===== src/rtl/constants_pkg.sv =====
// Shared defaults and IO-window address helpers for the MMIO bridge.
package constants_pkg;

   localparam int DEF_ADDR_BITS     = 8;
   localparam int DEF_DATA_BITS     = 8;
   localparam int DEF_NUM_OUT_PORTS = 4;
   localparam int DEF_NUM_IN_PORTS  = 2;

   // Output ports sit at the very top of the address space.
   function automatic int out_base(int abits, int n_out);
      return (1 << abits) - n_out;
   endfunction

   function automatic int in_base(int abits, int n_out, int n_in);
      return out_base(abits, n_out) - n_in;
   endfunction

   function automatic int status_addr(int abits, int n_out, int n_in);
      return in_base(abits, n_out, n_in) - 1;
   endfunction

endpackage


===== src/rtl/mmio_in_slot.sv =====
// One-entry input buffer with full flag; capture has priority over clear.
module mmio_in_slot #(
   parameter int D = 8
) (
   input  logic         clk,
   input  logic         reset_n,
   input  logic [D-1:0] src_data,
   input  logic         src_valid,
   input  logic         clear,
   output logic [D-1:0] data,
   output logic         full
);

   logic capture;

   assign capture = src_valid && !full;

   always_ff @(posedge clk or negedge reset_n) begin
      if (!reset_n) begin
         data <= '0;
         full <= 1'b0;
      end else if (capture) begin
         data <= src_data;
         full <= 1'b1;
      end else if (clear) begin
         full <= 1'b0;
      end
   end

endmodule


===== src/rtl/mmio_port_bridge.sv =====
// CPU-to-RAM bridge that carves output ports, input slots and a status
// register out of the top of the address space.
module mmio_port_bridge
   import constants_pkg::*;
#(
   parameter int NUM_OUT_PORTS       = DEF_NUM_OUT_PORTS,
   parameter int NUM_IN_PORTS        = DEF_NUM_IN_PORTS,
   parameter int MEMORY_ADDRESS_BITS = DEF_ADDR_BITS,
   parameter int MEMORY_DATA_BITS    = DEF_DATA_BITS
) (
   input  logic                                      clk,
   input  logic                                      reset_n,
   input  logic                                      rd_mem_en,
   input  logic [MEMORY_ADDRESS_BITS-1:0]            rd_mem_addr,
   input  logic                                      wr_mem_en,
   input  logic [MEMORY_ADDRESS_BITS-1:0]            wr_mem_addr,
   input  logic [MEMORY_DATA_BITS-1:0]               wr_mem_data,
   output logic [MEMORY_DATA_BITS-1:0]               rd_mem_data,
   output logic                                      rd_ram_en,
   output logic [MEMORY_ADDRESS_BITS-1:0]            rd_ram_addr,
   output logic                                      wr_ram_en,
   output logic [MEMORY_ADDRESS_BITS-1:0]            wr_ram_addr,
   output logic [MEMORY_DATA_BITS-1:0]               wr_ram_data,
   input  logic [MEMORY_DATA_BITS-1:0]               rd_ram_data,
   output logic [NUM_OUT_PORTS*MEMORY_DATA_BITS-1:0] out_port_data,
   output logic [NUM_OUT_PORTS-1:0]                  out_port_strobe,
   input  logic [NUM_IN_PORTS*MEMORY_DATA_BITS-1:0]  in_port_data,
   input  logic [NUM_IN_PORTS-1:0]                   in_port_valid,
   output logic [NUM_IN_PORTS-1:0]                   in_port_ready
);

   localparam int A = MEMORY_ADDRESS_BITS;
   localparam int D = MEMORY_DATA_BITS;
   localparam logic [A-1:0] OUT_BASE =
      A'(out_base(A, NUM_OUT_PORTS));
   localparam logic [A-1:0] IN_BASE =
      A'(in_base(A, NUM_OUT_PORTS, NUM_IN_PORTS));
   localparam logic [A-1:0] STATUS =
      A'(status_addr(A, NUM_OUT_PORTS, NUM_IN_PORTS));

   if (NUM_OUT_PORTS < 1 || NUM_OUT_PORTS > 8 ||
       NUM_IN_PORTS < 1 || NUM_IN_PORTS > 7 ||
       D < NUM_IN_PORTS ||
       (1 << A) < NUM_OUT_PORTS + NUM_IN_PORTS + 1) begin : g_bad_params
      $error("mmio_port_bridge: illegal parameter set");
   end

   logic                     rd_io;
   logic                     wr_io;
   logic [D-1:0]             port_q [NUM_OUT_PORTS];
   logic [D-1:0]             slot_data [NUM_IN_PORTS];
   logic [NUM_OUT_PORTS-1:0] wr_hit;
   logic [NUM_IN_PORTS-1:0]  rd_clr;
   logic [NUM_IN_PORTS-1:0]  full;
   logic [D-1:0]             status;
   logic [D-1:0]             io_d;
   logic [D-1:0]             io_q;
   logic                     sel_io;

   // The IO window is contiguous from STATUS up to the top address.
   assign rd_io       = rd_mem_addr >= STATUS;
   assign wr_io       = wr_mem_addr >= STATUS;
   assign rd_ram_en   = rd_mem_en && !rd_io;
   assign wr_ram_en   = wr_mem_en && !wr_io;
   assign rd_ram_addr = rd_mem_addr;
   assign wr_ram_addr = wr_mem_addr;
   assign wr_ram_data = wr_mem_data;

   always_comb begin
      wr_hit = '0;
      rd_clr = '0;
      for (int k = 0; k < NUM_OUT_PORTS; k++)
         wr_hit[k] = wr_mem_en &&
                     (wr_mem_addr == OUT_BASE + A'(k));
      for (int j = 0; j < NUM_IN_PORTS; j++)
         rd_clr[j] = rd_mem_en &&
                     (rd_mem_addr == IN_BASE + A'(j));
   end

   always_comb begin
      status = '0;
      status[NUM_IN_PORTS-1:0] = full;
   end

   always_comb begin
      io_d = '0;
      if (rd_mem_addr == STATUS)
         io_d = status;
      for (int k = 0; k < NUM_OUT_PORTS; k++)
         if (rd_mem_addr == OUT_BASE + A'(k))
            io_d = port_q[k];
      for (int j = 0; j < NUM_IN_PORTS; j++)
         if (rd_mem_addr == IN_BASE + A'(j))
            io_d = slot_data[j];
   end

   always_ff @(posedge clk or negedge reset_n) begin
      if (!reset_n) begin
         for (int k = 0; k < NUM_OUT_PORTS; k++)
            port_q[k] <= '0;
         out_port_strobe <= '0;
      end else begin
         for (int k = 0; k < NUM_OUT_PORTS; k++)
            if (wr_hit[k])
               port_q[k] <= wr_mem_data;
         out_port_strobe <= wr_hit;
      end
   end

   // Select and IO data only move on a read, so both hold between reads.
   always_ff @(posedge clk or negedge reset_n) begin
      if (!reset_n) begin
         sel_io <= 1'b0;
         io_q   <= '0;
      end else if (rd_mem_en) begin
         sel_io <= rd_io;
         if (rd_io)
            io_q <= io_d;
      end
   end

   assign rd_mem_data   = sel_io ? io_q : rd_ram_data;
   assign in_port_ready = ~full;

   for (genvar k = 0; k < NUM_OUT_PORTS; k++) begin : g_out
      assign out_port_data[k*D +: D] = port_q[k];
   end

   for (genvar j = 0; j < NUM_IN_PORTS; j++) begin : g_in
      mmio_in_slot #(
         .D(D)
      ) u_slot (
         .clk      (clk),
         .reset_n  (reset_n),
         .src_data (in_port_data[j*D +: D]),
         .src_valid(in_port_valid[j]),
         .clear    (rd_clr[j]),
         .data     (slot_data[j]),
         .full     (full[j])
      );
   end

endmodule

===== config.mk =====
export PLATFORM = sky130hd
export DESIGN_NAME = mmio_port_bridge
export DESIGN_NICKNAME = d
export VERILOG_FILES = /design/src/rtl/constants_pkg.sv /design/src/rtl/mmio_in_slot.sv /design/src/rtl/mmio_port_bridge.sv
export SDC_FILE = /design/constraint.sdc
export NUM_CORES = 1
export LEC_CHECK = 0
export ABC_AREA = 1
export BUFFER_PORTS_ARGS = -buffer_cell sky130_fd_sc_hd__buf_2
export CORE_ASPECT_RATIO = 0.75
export CORE_MARGIN = 3
export CORE_UTILIZATION = 49
export CTS_BUF_LIST = sky130_fd_sc_hd__clkbuf_16
export DETAILED_ROUTE_END_ITERATION = 10
export GPL_TIMING_DRIVEN = 0
export PLACE_DENSITY_LB_ADDON = 0.12
export SYNTH_ARGS = -nofsm -noshare
export SYNTH_HDL_FRONTEND = slang
export SYNTH_HIERARCHICAL = 1
export SYNTH_SLANG_ARGS = --single-unit
export TNS_END_PERCENT = 30

===== constraint.sdc =====
create_clock -name clk -period 1.4 [get_ports clk]
set_input_delay 0.35 -clock clk [delete_from_list [all_inputs] [get_ports clk]]
set_output_delay 0.35 -clock clk [all_outputs]
set_load 0.1 [all_outputs]

==> results.sh <==
export IMPL_layout_commonest_cell="nand2_1"
export IMPL_powerDensity_nw_per_um2=1260
export IMPL_cts_buffer_depth=2
export IMPL_yosysSeqAreaShare_pct=47.7
export IMPL_setup_worst_path_start="sel_io"
export IMPL_fin_skew_ns=0.00505
export IMPL_synth_area_leader_cell="dfrtp_1"
export IMPL_cts_tree="built"
export IMPL_cp_start_kind="flop"
export IMPL_postRouteAntennaNets=0
export IMPL_grt_pass1_wl_um=16200
export IMPL_syn_area_per_cell_um2=7.96
export IMPL_cap_violations=0
export IMPL_drc_errors=0
export IMPL_synth_distinct_cells=24
export IMPL_synth_area_um2=3300
export IMPL_place_ws_ns=-0.409
export IMPL_crit_reg2reg_launch="out_port_data[7]"
export IMPL_finalCritPeriodShare_pct=117
export IMPL_nNetsFinal=614
export IMPL_synthDominantCellAreaShare_pct=47.7
export IMPL_fp_dieArea_um2=7780
export IMPL_drt_pass1_iterations=5
export IMPL_setup_viol=10
export IMPL_first_global_vias=3282
export IMPL_place_hpwl_um=6790
export IMPL_r2r_setup_slack_ns=0.28
export IMPL_wl_per_cell_um=16.0
export IMPL_crit_type="flop to output pin"
export IMPL_crit_fanout=5
export IMPL_globalRoute_busiestLayer="met2"
export IMPL_synth_fp_nets=469
export IMPL_io_pin_count=126
export IMPL_fin_crit_ns=1.64
export IMPL_end_kind="output pin"
export IMPL_violations="setup timing"
export IMPL_rsz0062_at_grt="true"
export IMPL_routed_wl_um=10400
export IMPL_relSlewSlack_pct=48.2
export IMPL_num_rows=25
export IMPL_ir_drop_uv=876
export IMPL_finalNonFillerCells=646
export IMPL_hold_violations=0
export IMPL_num_antenna_cells=0
export IMPL_cp_required_ns=1.05
export IMPL_cts_reportedPaths_clkPinSlew_ns=0.05
export IMPL_drtIter0Drc=220
export IMPL_grt_use_total_pct=26.7
export IMPL_coreArea_um2=6410
export IMPL_cts_root_buf="clkbuf_16"
export IMPL_numCtsBuffers=9
export IMPL_placed_cell_area_um2=4120
export IMPL_final_cell_mix="nand2_1, buf_2, dfrtp_1"
export IMPL_post_route_cell_area_um2=5020
export IMPL_final_max_slew_violation_count=0
export IMPL_cts_sinks=63
export IMPL_met2_usage_pct=43.1
export IMPL_ys_warn_count=6
export IMPL_finalWeightedCongestion=0.854
export IMPL_syn_inst=415
export IMPL_met1_usage_pct=35.7
export IMPL_worstSkewPairLatency_ns=0.33
export IMPL_dp_cells=619
export IMPL_area_delta_synth_final_pct=51.9
export IMPL_antenna_found_initial=0
export IMPL_vias=3399
export IMPL_hold_class="primary input to async pin"
export IMPL_tightest_slew_ns=0.776
export IMPL_viasPerCell=5.26
export IMPL_ff2ff_path_depth=6
export IMPL_fin_util_pct=78.3
export IMPL_die_x_um=101
export IMPL_fillers=429
export IMPL_start_util_pct=51.5
export IMPL_ys_seq_elements=63
export IMPL_status="finished, violations left"
export IMPL_synth_area_top_cells="dfrtp_1, nand2_1, nand3_1"
export IMPL_overflow=0
export IMPL_cp_data_arrival_time_ns=1.29
export IMPL_holdBufCountCts=0
export IMPL_grt_max_degree=64
export IMPL_regToRegEndpoint="io_q[7]"
export IMPL_fmax_mhz=611
export IMPL_drive_above_1_share_pct=41.4
export IMPL_globalRouteMet3Util_pct=8.00
export IMPL_die_h_um=77.1
export IMPL_leakagePower_nw=2.65
export IMPL_setup_ws_ns=-0.237
export IMPL_cts_max_level=3
export IMPL_timing_critical_path_to="rd_mem_data[3]"
export IMPL_portBuffers=123
[Yosys cell counts (all sizes together)]
master and instances:
o2111ai 2, o21a 1, buf 34, a21oi 8, o21ai 38, clkbuf 1, nand3 49, inv 39
nand4 9, nand2 132, nand3b 1, nor2 28, dfrtp 63, and3 1, nor3 9
[worst max-delay path, stage by stage (launching register included)]
cell	delay (ns)
dfrtp_1	0.39
inv_2	0.11
buf_8	0.14
nand2_2	0.06
o21ai_4	0.06
buf_12	0.19
[state kept, by name, indices dropped and copies added (netlist names)]
signal / count
out_port_strobe: 4
g_in.u_slot/data: 16
sel_io: 1
io_q: 8
out_port_data: 32
g_in.u_slot/full: 2
[power breakdown]
part / total [mW] / internal [mW] / switching (mW)
Combinational: 1.72 / 0.485 / 1.24
Sequential: 2.29 / 2.09 / 0.199
Clock: 2.30 / 1.53 / 0.771
[layer usage]
layer  up-vias  wire length [um]
met2       177              4980
met4         0                97
met3        13              1000
met5         -                 0
met1      1595              4290
li1       1614                 -
[how the worst min path moves through the flow]
| stage | cells after the start | start | endpoint |
|---|---|---|---|
| floorplan | 0 | reset_n | g_in[0].u_slot/data[0] |
| global placement | 2 | g_in[1].u_slot/data[3] | g_in[1].u_slot/data[3] |
| global route | 1 | reset_n | io_q[4] |
| detailed placement | 2 | g_in[0].u_slot/data[2] | g_in[0].u_slot/data[2] |
| finish | 1 | reset_n | io_q[4] |
| CTS | 3 | in_port_data[3] | g_in[0].u_slot/data[3] |
[metrics by stage]
step	power [mW]	TNS [ns]	hold slack [ns]
6_report	6.31	-1.95	0.0963
2_1_floorplan	3.44	-0.612	0.0544
4_1_cts	6.25	-1.77	0.251
5_1_grt	6.56	-3.15	0.163
3_3_place_gp	3.77	-20.87	0.459
3_5_place_dp	3.80	-23.07	0.463
[cell type report]
cell class	instances	area, um^2	area share [%]
plain buffers	35	283	5.63
clock buffers	9	225	4.49
clock inverters	7	80.1	1.60
inverters	39	150	2.99
multi-input cells	278	1480	29.5
flip-flops and latches	63	1580	31.4
well taps	81	101	2.02
repair buffers	134	1120	22.3
[logic make-up after synthesis]
family                 Yosys count  synth area share, %
flip-flops                      63                 47.7
AND/OR/NAND/NOR                229                 32.1
AO/OA/AOI/OAI                   49                 7.72
buffers and inverters           74                 12.5
[what timing repair did]
item	4_1_cts	5_1_grt
resized for setup	114	35
endpoints found under the setup margin	51	45
setup buffers	7	3
pin swaps	8	7
cloned	1	0
No activity file was read; power rests on OpenSTA's default activity.
